<file path="config.mk">
export PLATFORM = sky130hd
export DESIGN_NAME = md_reservation_station
export DESIGN_NICKNAME = d
export VERILOG_FILES = /design/src/rtl/md_reservation_station.sv
export SDC_FILE = /design/constraint.sdc
export NUM_CORES = 1
export LEC_CHECK = 0
export BUFFER_PORTS_ARGS = -buffer_cell sky130_fd_sc_hd__clkbuf_2
export CAP_MARGIN = 10
export CORE_ASPECT_RATIO = 1.75
export CORE_MARGIN = 1
export CORE_UTILIZATION = 50
export CTS_BUF_LIST = sky130_fd_sc_hd__clkbuf_4 sky130_fd_sc_hd__clkbuf_8 sky130_fd_sc_hd__clkbuf_16
export DETAILED_ROUTE_END_ITERATION = 10
export PLACE_DENSITY = 0.7
export REMOVE_ABC_BUFFERS = 1
export SLEW_MARGIN = 10
export SYNTH_ARGS = -nofsm -noshare
export SYNTH_HDL_FRONTEND = slang
export SYNTH_SLANG_ARGS = --single-unit
</file>
<file path="constraint.sdc">
create_clock -name clk -period 5.8 [get_ports clk]
set_input_delay 0.29 -clock clk [delete_from_list [all_inputs] [get_ports clk]]
set_output_delay 0.29 -clock clk [all_outputs]
set_load 0.005 [all_outputs]
</file>
<file path="src/rtl/md_reservation_station.sv">
// Multiply/divide reservation station: buffers issued ops, snoops the CDB, and dispatches one
// ready op at a time over a start/done handshake. Define RS_STATS_EN for dispatch/stall counters.
module md_reservation_station #(
    parameter int               ENTRIES = 4,
    parameter int               DATA_W  = 32,
    parameter int               TAG_W   = 5,
    parameter logic [TAG_W-1:0] RS_BASE = TAG_W'(8)
) (
    input  logic              clk,
    input  logic              rst,
    input  logic              flush,
    input  logic              issue_valid,
    output logic              issue_ready,
    input  logic [3:0]        issue_ctrl,
    input  logic [TAG_W-1:0]  issue_rd_rob,
    input  logic              issue_qj_v,
    input  logic [TAG_W-1:0]  issue_qj,
    input  logic [DATA_W-1:0] issue_vj,
    input  logic              issue_qk_v,
    input  logic [TAG_W-1:0]  issue_qk,
    input  logic [DATA_W-1:0] issue_vk,
    input  logic              cdb_valid,
    input  logic [TAG_W-1:0]  cdb_tag,
    input  logic [DATA_W-1:0] cdb_data,
    output logic              fu_data_ready,
    output logic [DATA_W-1:0] fu_x,
    output logic [DATA_W-1:0] fu_y,
    output logic [3:0]        fu_ctrl,
    output logic [TAG_W-1:0]  fu_save_no,
    output logic [TAG_W-1:0]  fu_rd_rob,
    input  logic              fu_done,
    output logic [15:0]       stat_dispatch,
    output logic [15:0]       stat_stall
);
    localparam int IDX_W = (ENTRIES > 1) ? $clog2(ENTRIES) : 1;

    typedef enum logic [1:0] {IDLE, START, WAIT} state_t;

    state_t             state;
    logic [ENTRIES-1:0] valid, disp, qj_v, qk_v;
    logic [ENTRIES-1:0] ready, wake_j, wake_k;
    logic [TAG_W-1:0]   qj [ENTRIES];
    logic [TAG_W-1:0]   qk [ENTRIES];
    logic [DATA_W-1:0]  vj [ENTRIES];
    logic [DATA_W-1:0]  vk [ENTRIES];
    logic [3:0]         ctrl [ENTRIES];
    logic [TAG_W-1:0]   rd_rob [ENTRIES];
    logic               free_found, ready_found, seen_low;
    logic [IDX_W-1:0]   free_idx, sel_idx, cur_idx;
    logic               issue_fire, byp_j, byp_k, dispatch, complete;

    // NOTE: every always_comb output gets a default first so no path leaves it unassigned (no latch).
    always_comb begin
        wake_j = '0;
        wake_k = '0;
        ready  = '0;
        for (int i = 0; i < ENTRIES; i++) begin
            wake_j[i] = cdb_valid && valid[i] && qj_v[i] && (qj[i] == cdb_tag);
            wake_k[i] = cdb_valid && valid[i] && qk_v[i] && (qk[i] == cdb_tag);
            ready[i]  = valid[i] && !qj_v[i] && !qk_v[i] && !disp[i];
        end
    end

    // Descending scan so the lowest index wins for both allocation and selection.
    always_comb begin
        free_found  = 1'b0;
        free_idx    = '0;
        ready_found = 1'b0;
        sel_idx     = '0;
        for (int i = ENTRIES - 1; i >= 0; i--) begin
            if (!valid[i]) begin
                free_found = 1'b1;
                free_idx   = IDX_W'(i);
            end
            if (ready[i]) begin
                ready_found = 1'b1;
                sel_idx     = IDX_W'(i);
            end
        end
    end

    assign issue_ready = free_found;
    assign issue_fire  = issue_valid && free_found && !flush;
    assign byp_j       = cdb_valid && issue_qj_v && (issue_qj == cdb_tag);
    assign byp_k       = cdb_valid && issue_qk_v && (issue_qk == cdb_tag);
    assign dispatch    = (state == IDLE) && ready_found;
    assign complete    = (state == WAIT) && fu_done && seen_low;

    // NOTE: the payload array has no reset; only the valid/pending flags decide whether it is meaningful.
    always_ff @(posedge clk) begin
        for (int i = 0; i < ENTRIES; i++) begin
            if (wake_j[i]) vj[i] <= cdb_data;
            if (wake_k[i]) vk[i] <= cdb_data;
        end
        if (issue_fire) begin
            vj[free_idx]     <= byp_j ? cdb_data : issue_vj;
            vk[free_idx]     <= byp_k ? cdb_data : issue_vk;
            qj[free_idx]     <= issue_qj;
            qk[free_idx]     <= issue_qk;
            ctrl[free_idx]   <= issue_ctrl;
            rd_rob[free_idx] <= issue_rd_rob;
        end
    end

    always_ff @(posedge clk) begin
        if (rst || flush) begin
            valid <= '0;
            disp  <= '0;
            qj_v  <= '0;
            qk_v  <= '0;
        end else begin
            qj_v <= qj_v & ~wake_j;
            qk_v <= qk_v & ~wake_k;
            if (dispatch) disp[sel_idx] <= 1'b1;
            if (complete) begin
                valid[cur_idx] <= 1'b0;
                disp[cur_idx]  <= 1'b0;
            end
            // Issue only targets an invalid entry, so it never collides with wake/complete above.
            if (issue_fire) begin
                valid[free_idx] <= 1'b1;
                disp[free_idx]  <= 1'b0;
                qj_v[free_idx]  <= issue_qj_v && !byp_j;
                qk_v[free_idx]  <= issue_qk_v && !byp_k;
            end
        end
    end

    always_ff @(posedge clk) begin
        if (rst || flush) begin
            state         <= IDLE;
            cur_idx       <= '0;
            seen_low      <= 1'b0;
            fu_data_ready <= 1'b0;
            fu_x          <= '0;
            fu_y          <= '0;
            fu_ctrl       <= '0;
            fu_save_no    <= '0;
            fu_rd_rob     <= '0;
        end else begin
            case (state)
                IDLE: if (ready_found) begin
                    cur_idx       <= sel_idx;
                    seen_low      <= 1'b0;
                    fu_data_ready <= 1'b1;
                    fu_x          <= vj[sel_idx];
                    fu_y          <= vk[sel_idx];
                    fu_ctrl       <= ctrl[sel_idx];
                    fu_save_no    <= RS_BASE + TAG_W'(sel_idx);
                    fu_rd_rob     <= rd_rob[sel_idx];
                    state         <= START;
                end
                START: begin
                    fu_data_ready <= 1'b0;
                    state         <= WAIT;
                end
                // A done level still high from the previous op is ignored until it has dropped.
                WAIT: if (fu_done && seen_low) begin
                    fu_data_ready <= 1'b0;
                    state         <= IDLE;
                end else if (!fu_done) begin
                    seen_low <= 1'b1;
                end
                default: state <= IDLE;
            endcase
        end
    end

`ifdef RS_STATS_EN
    logic [15:0] disp_cnt, stall_cnt;

    always_ff @(posedge clk) begin
        if (rst) begin
            disp_cnt  <= '0;
            stall_cnt <= '0;
        end else begin
            if (dispatch && !flush) disp_cnt <= disp_cnt + 16'd1;
            if (ready_found && state != IDLE) stall_cnt <= stall_cnt + 16'd1;
        end
    end

    assign stat_dispatch = disp_cnt;
    assign stat_stall    = stall_cnt;
`else
    assign stat_dispatch = '0;
    assign stat_stall    = '0;
`endif

endmodule

</file>
==> flow_metrics.tcl <==
set metrics [dict create \
    synth-edff-count 332 \
    cts_tree "built" \
    max-slew-margin-rel 0.215 \
    yosys.area.top_type "edfxtp_1" \
    grt_pass1_wl_mm 87.2 \
    cts_sinks 428 \
    clk_latency_ns 0.55 \
    globalRoute.totalOverflow 0 \
    track_usage 0.285 \
    p_per_area_nw_per_um2 284 \
    drive_gt1_frac 0.340 \
    drt_pass1_iterations 5 \
    required_ns 6.27 \
    critPathKind "register to register" \
    via_count 14500 \
    postCtsHoldBufs 9 \
    seq_area_frac_synth 0.592 \
    die_h_um 267 \
    period_needed_ns 3.27 \
    dieWidth_um 153 \
    startpoint_type "register" \
    fmax_mhz 306 \
    io_pins 240 \
    grt_max_degree 95 \
    finClkSkew_ns 0.0161 \
    crit_path_start "valid[0]" \
    setup_viol 0 \
    htree_levels 2 \
    cts_setup_buffers 0 \
    grt_setup_unrepaired "no" \
    r2r_start "valid[0]" \
    dp_hpwl_mm 33.2 \
    r2r-end "fu_x[9]" \
    cap_violations 0 \
    wl_per_cell_um 26.6 \
    post_cts_resized 0 \
    leakagePower_nw 8.19 \
    crit_path_end_kind "register" \
    cp_cell_sequence "or4b_4 -> a41oi_4 -> buf_4 -> o21ai_0 -> a31oi_1" \
    whs_path_depth 1 \
    synth_ff_type "edfxtp_1" \
    finalHoldViolCount 0 \
    critical-path-slowest-cell "or4b_4" \
    whs_ns 0.0208 \
    antenna_found_initial 2 \
    wirelength_mm 59.0 \
    io_buffers 205 \
    start_util 0.510 \
    grt_pass1_vias 14800 \
    cts-root-buf "clkbuf_16" \
    setup.worst_path.end "fu_x[9]" \
    synthTopCellsByArea "edfxtp_1 50%, mux2_2 14%, dfxtp_1 9.6%" \
    synthCells 1538 \
    worst_hold_path_type "input port to register" \
    cts_buffers 39 \
    drt_iter0_markers 1380 \
    synth_warnings 0 \
    ir_drop_uv 193 \
    dieArea_um2 41000 \
    slowest_delay_ns 0.94 \
    layout.nets 1825 \
    avgSynthCellArea_um2 13.1 \
    path_depth 5 \
    worstHoldStart "issue_qj[4]" \
    path_clk_slew_ns 0.07 \
    worstRegToRegCells 5 \
    synth.distinct_cells 55 \
    status "completed" \
    regToRegSetupSlack_ns 2.53 \
    critPathArrivalTime_ns 3.74 \
    antennaDiodeCount 0 \
    synth_top_area_share 0.497 \
    rows 96 \
    synth.cell_area_um2 20100 \
    crit_family "compound AO/OA/AOI/OAI gates" \
    gp_congestion 0.895 \
    cp_max_fo 67 \
    ys_ff_latch 428 \
    placed_area_um2 21300 \
    syn_to_final_growth_pct 13.1 \
    drc_errors 0 \
    vias_per_cell 6.54 \
    final_util 0.576 \
    ant_nets 0 \
    core_region_area_um2 39400 \
    clockBufferDepth 3 \
    period_share 0.564 \
    tightest_slew_ns 1.18 \
    worst-path-buf-inv 1 \
    drv_slew 0 \
    stdcell_area_um2 22700 \
    async_flop_share 0 \
]
## metrics by stage
| step | worst slack (ns) | power, mW | instances | TNS, ns |
|---|---|---|---|---|
| floorplan | -4.52 | 3.68 | 1413 | -315.44 |
| global placement | 2.40 | 3.87 | 2133 | 0 |
| detailed placement | 2.32 | 3.89 | 2133 | 0 |
| CTS | 2.60 | 6.45 | 2214 | 0 |
| global route | 2.38 | 6.60 | 2214 | 0 |
| finish | 2.53 | 6.44 | 2214 | 0 |
## worst min-delay path by stage
| stage | end |
|---|---|
| final | qj[3][4] |
| after global routing | qj[3][4] |
| after CTS | qk[2][0] |
| after detailed placement | fu_data_ready |
| after global placement | fu_data_ready |
| after floorplan | ctrl[0][0] |
## Yosys cell counts, types with 5 or more instances
| library cell | number |
|---|---|
| o21ai_0 | 136 |
| buf_4 | 35 |
| inv_1 | 12 |
| nand3_1 | 141 |
| clkbuf_1 | 75 |
| dfxtp_1 | 96 |
| a21oi_1 | 24 |
| nor2_1 | 13 |
| a221oi_1 | 65 |
| nand2_1 | 26 |
| edfxtp_1 | 332 |
| a211o_1 | 5 |
| xor2_1 | 39 |
| and2_1 | 8 |
| a21o_1 | 65 |
| a221o_1 | 7 |
| buf_6 | 11 |
| a22o_1 | 7 |
| a31oi_1 | 71 |
| nor4b_1 | 6 |
| nor4_1 | 10 |
| mux2_2 | 256 |
| xnor2_1 | 8 |
| buf_2 | 33 |
| a41o_1 | 8 |
## state kept, by name, indices dropped and copies added, names as in the netlist, 5 cells and up
name       count
ctrl          16
fu_rd_rob      5
fu_x          32
fu_y          32
qj            20
qk            20
rd_rob        20
vj           128
vk           128
## power by group
group	internal, mW	total, mW	switching, mW	leakage, nW
logic	0.192	0.456	0.264	3.77
registers	3.35	3.38	0.0247	3.79
clock network	1.46	2.60	1.15	0.631
## layer usage
layer	global-route usage	wire length, µm
met3	0.0380	4140
met2	0.516	30800
met5	0	23
met1	0.322	21100
met4	0.161	2920
## area by class of cell
type / instances / area (µm²)
fillers: 3202 / 16700
flip-flops and latches: 428 / 11900
multi-input cells: 972 / 7580
repair buffers: 239 / 1300
clock buffers: 48 / 1070
well taps: 490 / 613
clock inverters: 24 / 199
inverters: 13 / 50.0
## layout by cell type (no fill, tap or decap), types with 65 or more instances in the layout
| master | instances |
|---|---|
| clkbuf_2 | 205 |
| edfxtp_1 | 332 |
| a31oi_1 | 68 |
| a221oi_1 | 65 |
| dfxtp_1 | 96 |
| a21o_1 | 65 |
| o21ai_0 | 136 |
| nand3_1 | 141 |
| mux2_2 | 256 |
## kinds of logic after synthesis
| logic type | synth area share |
|---|---|
| buf+inv | 0.0447 |
| xor+xnor | 0.0205 |
| mux | 0.145 |
| compound gates | 0.135 |
| flops | 0.592 |
| other cells | 0.000187 |
| simple gates | 0.0598 |
| fa+ha+maj | 0.00249 |
No activity file was read; power rests on OpenSTA's default activity.
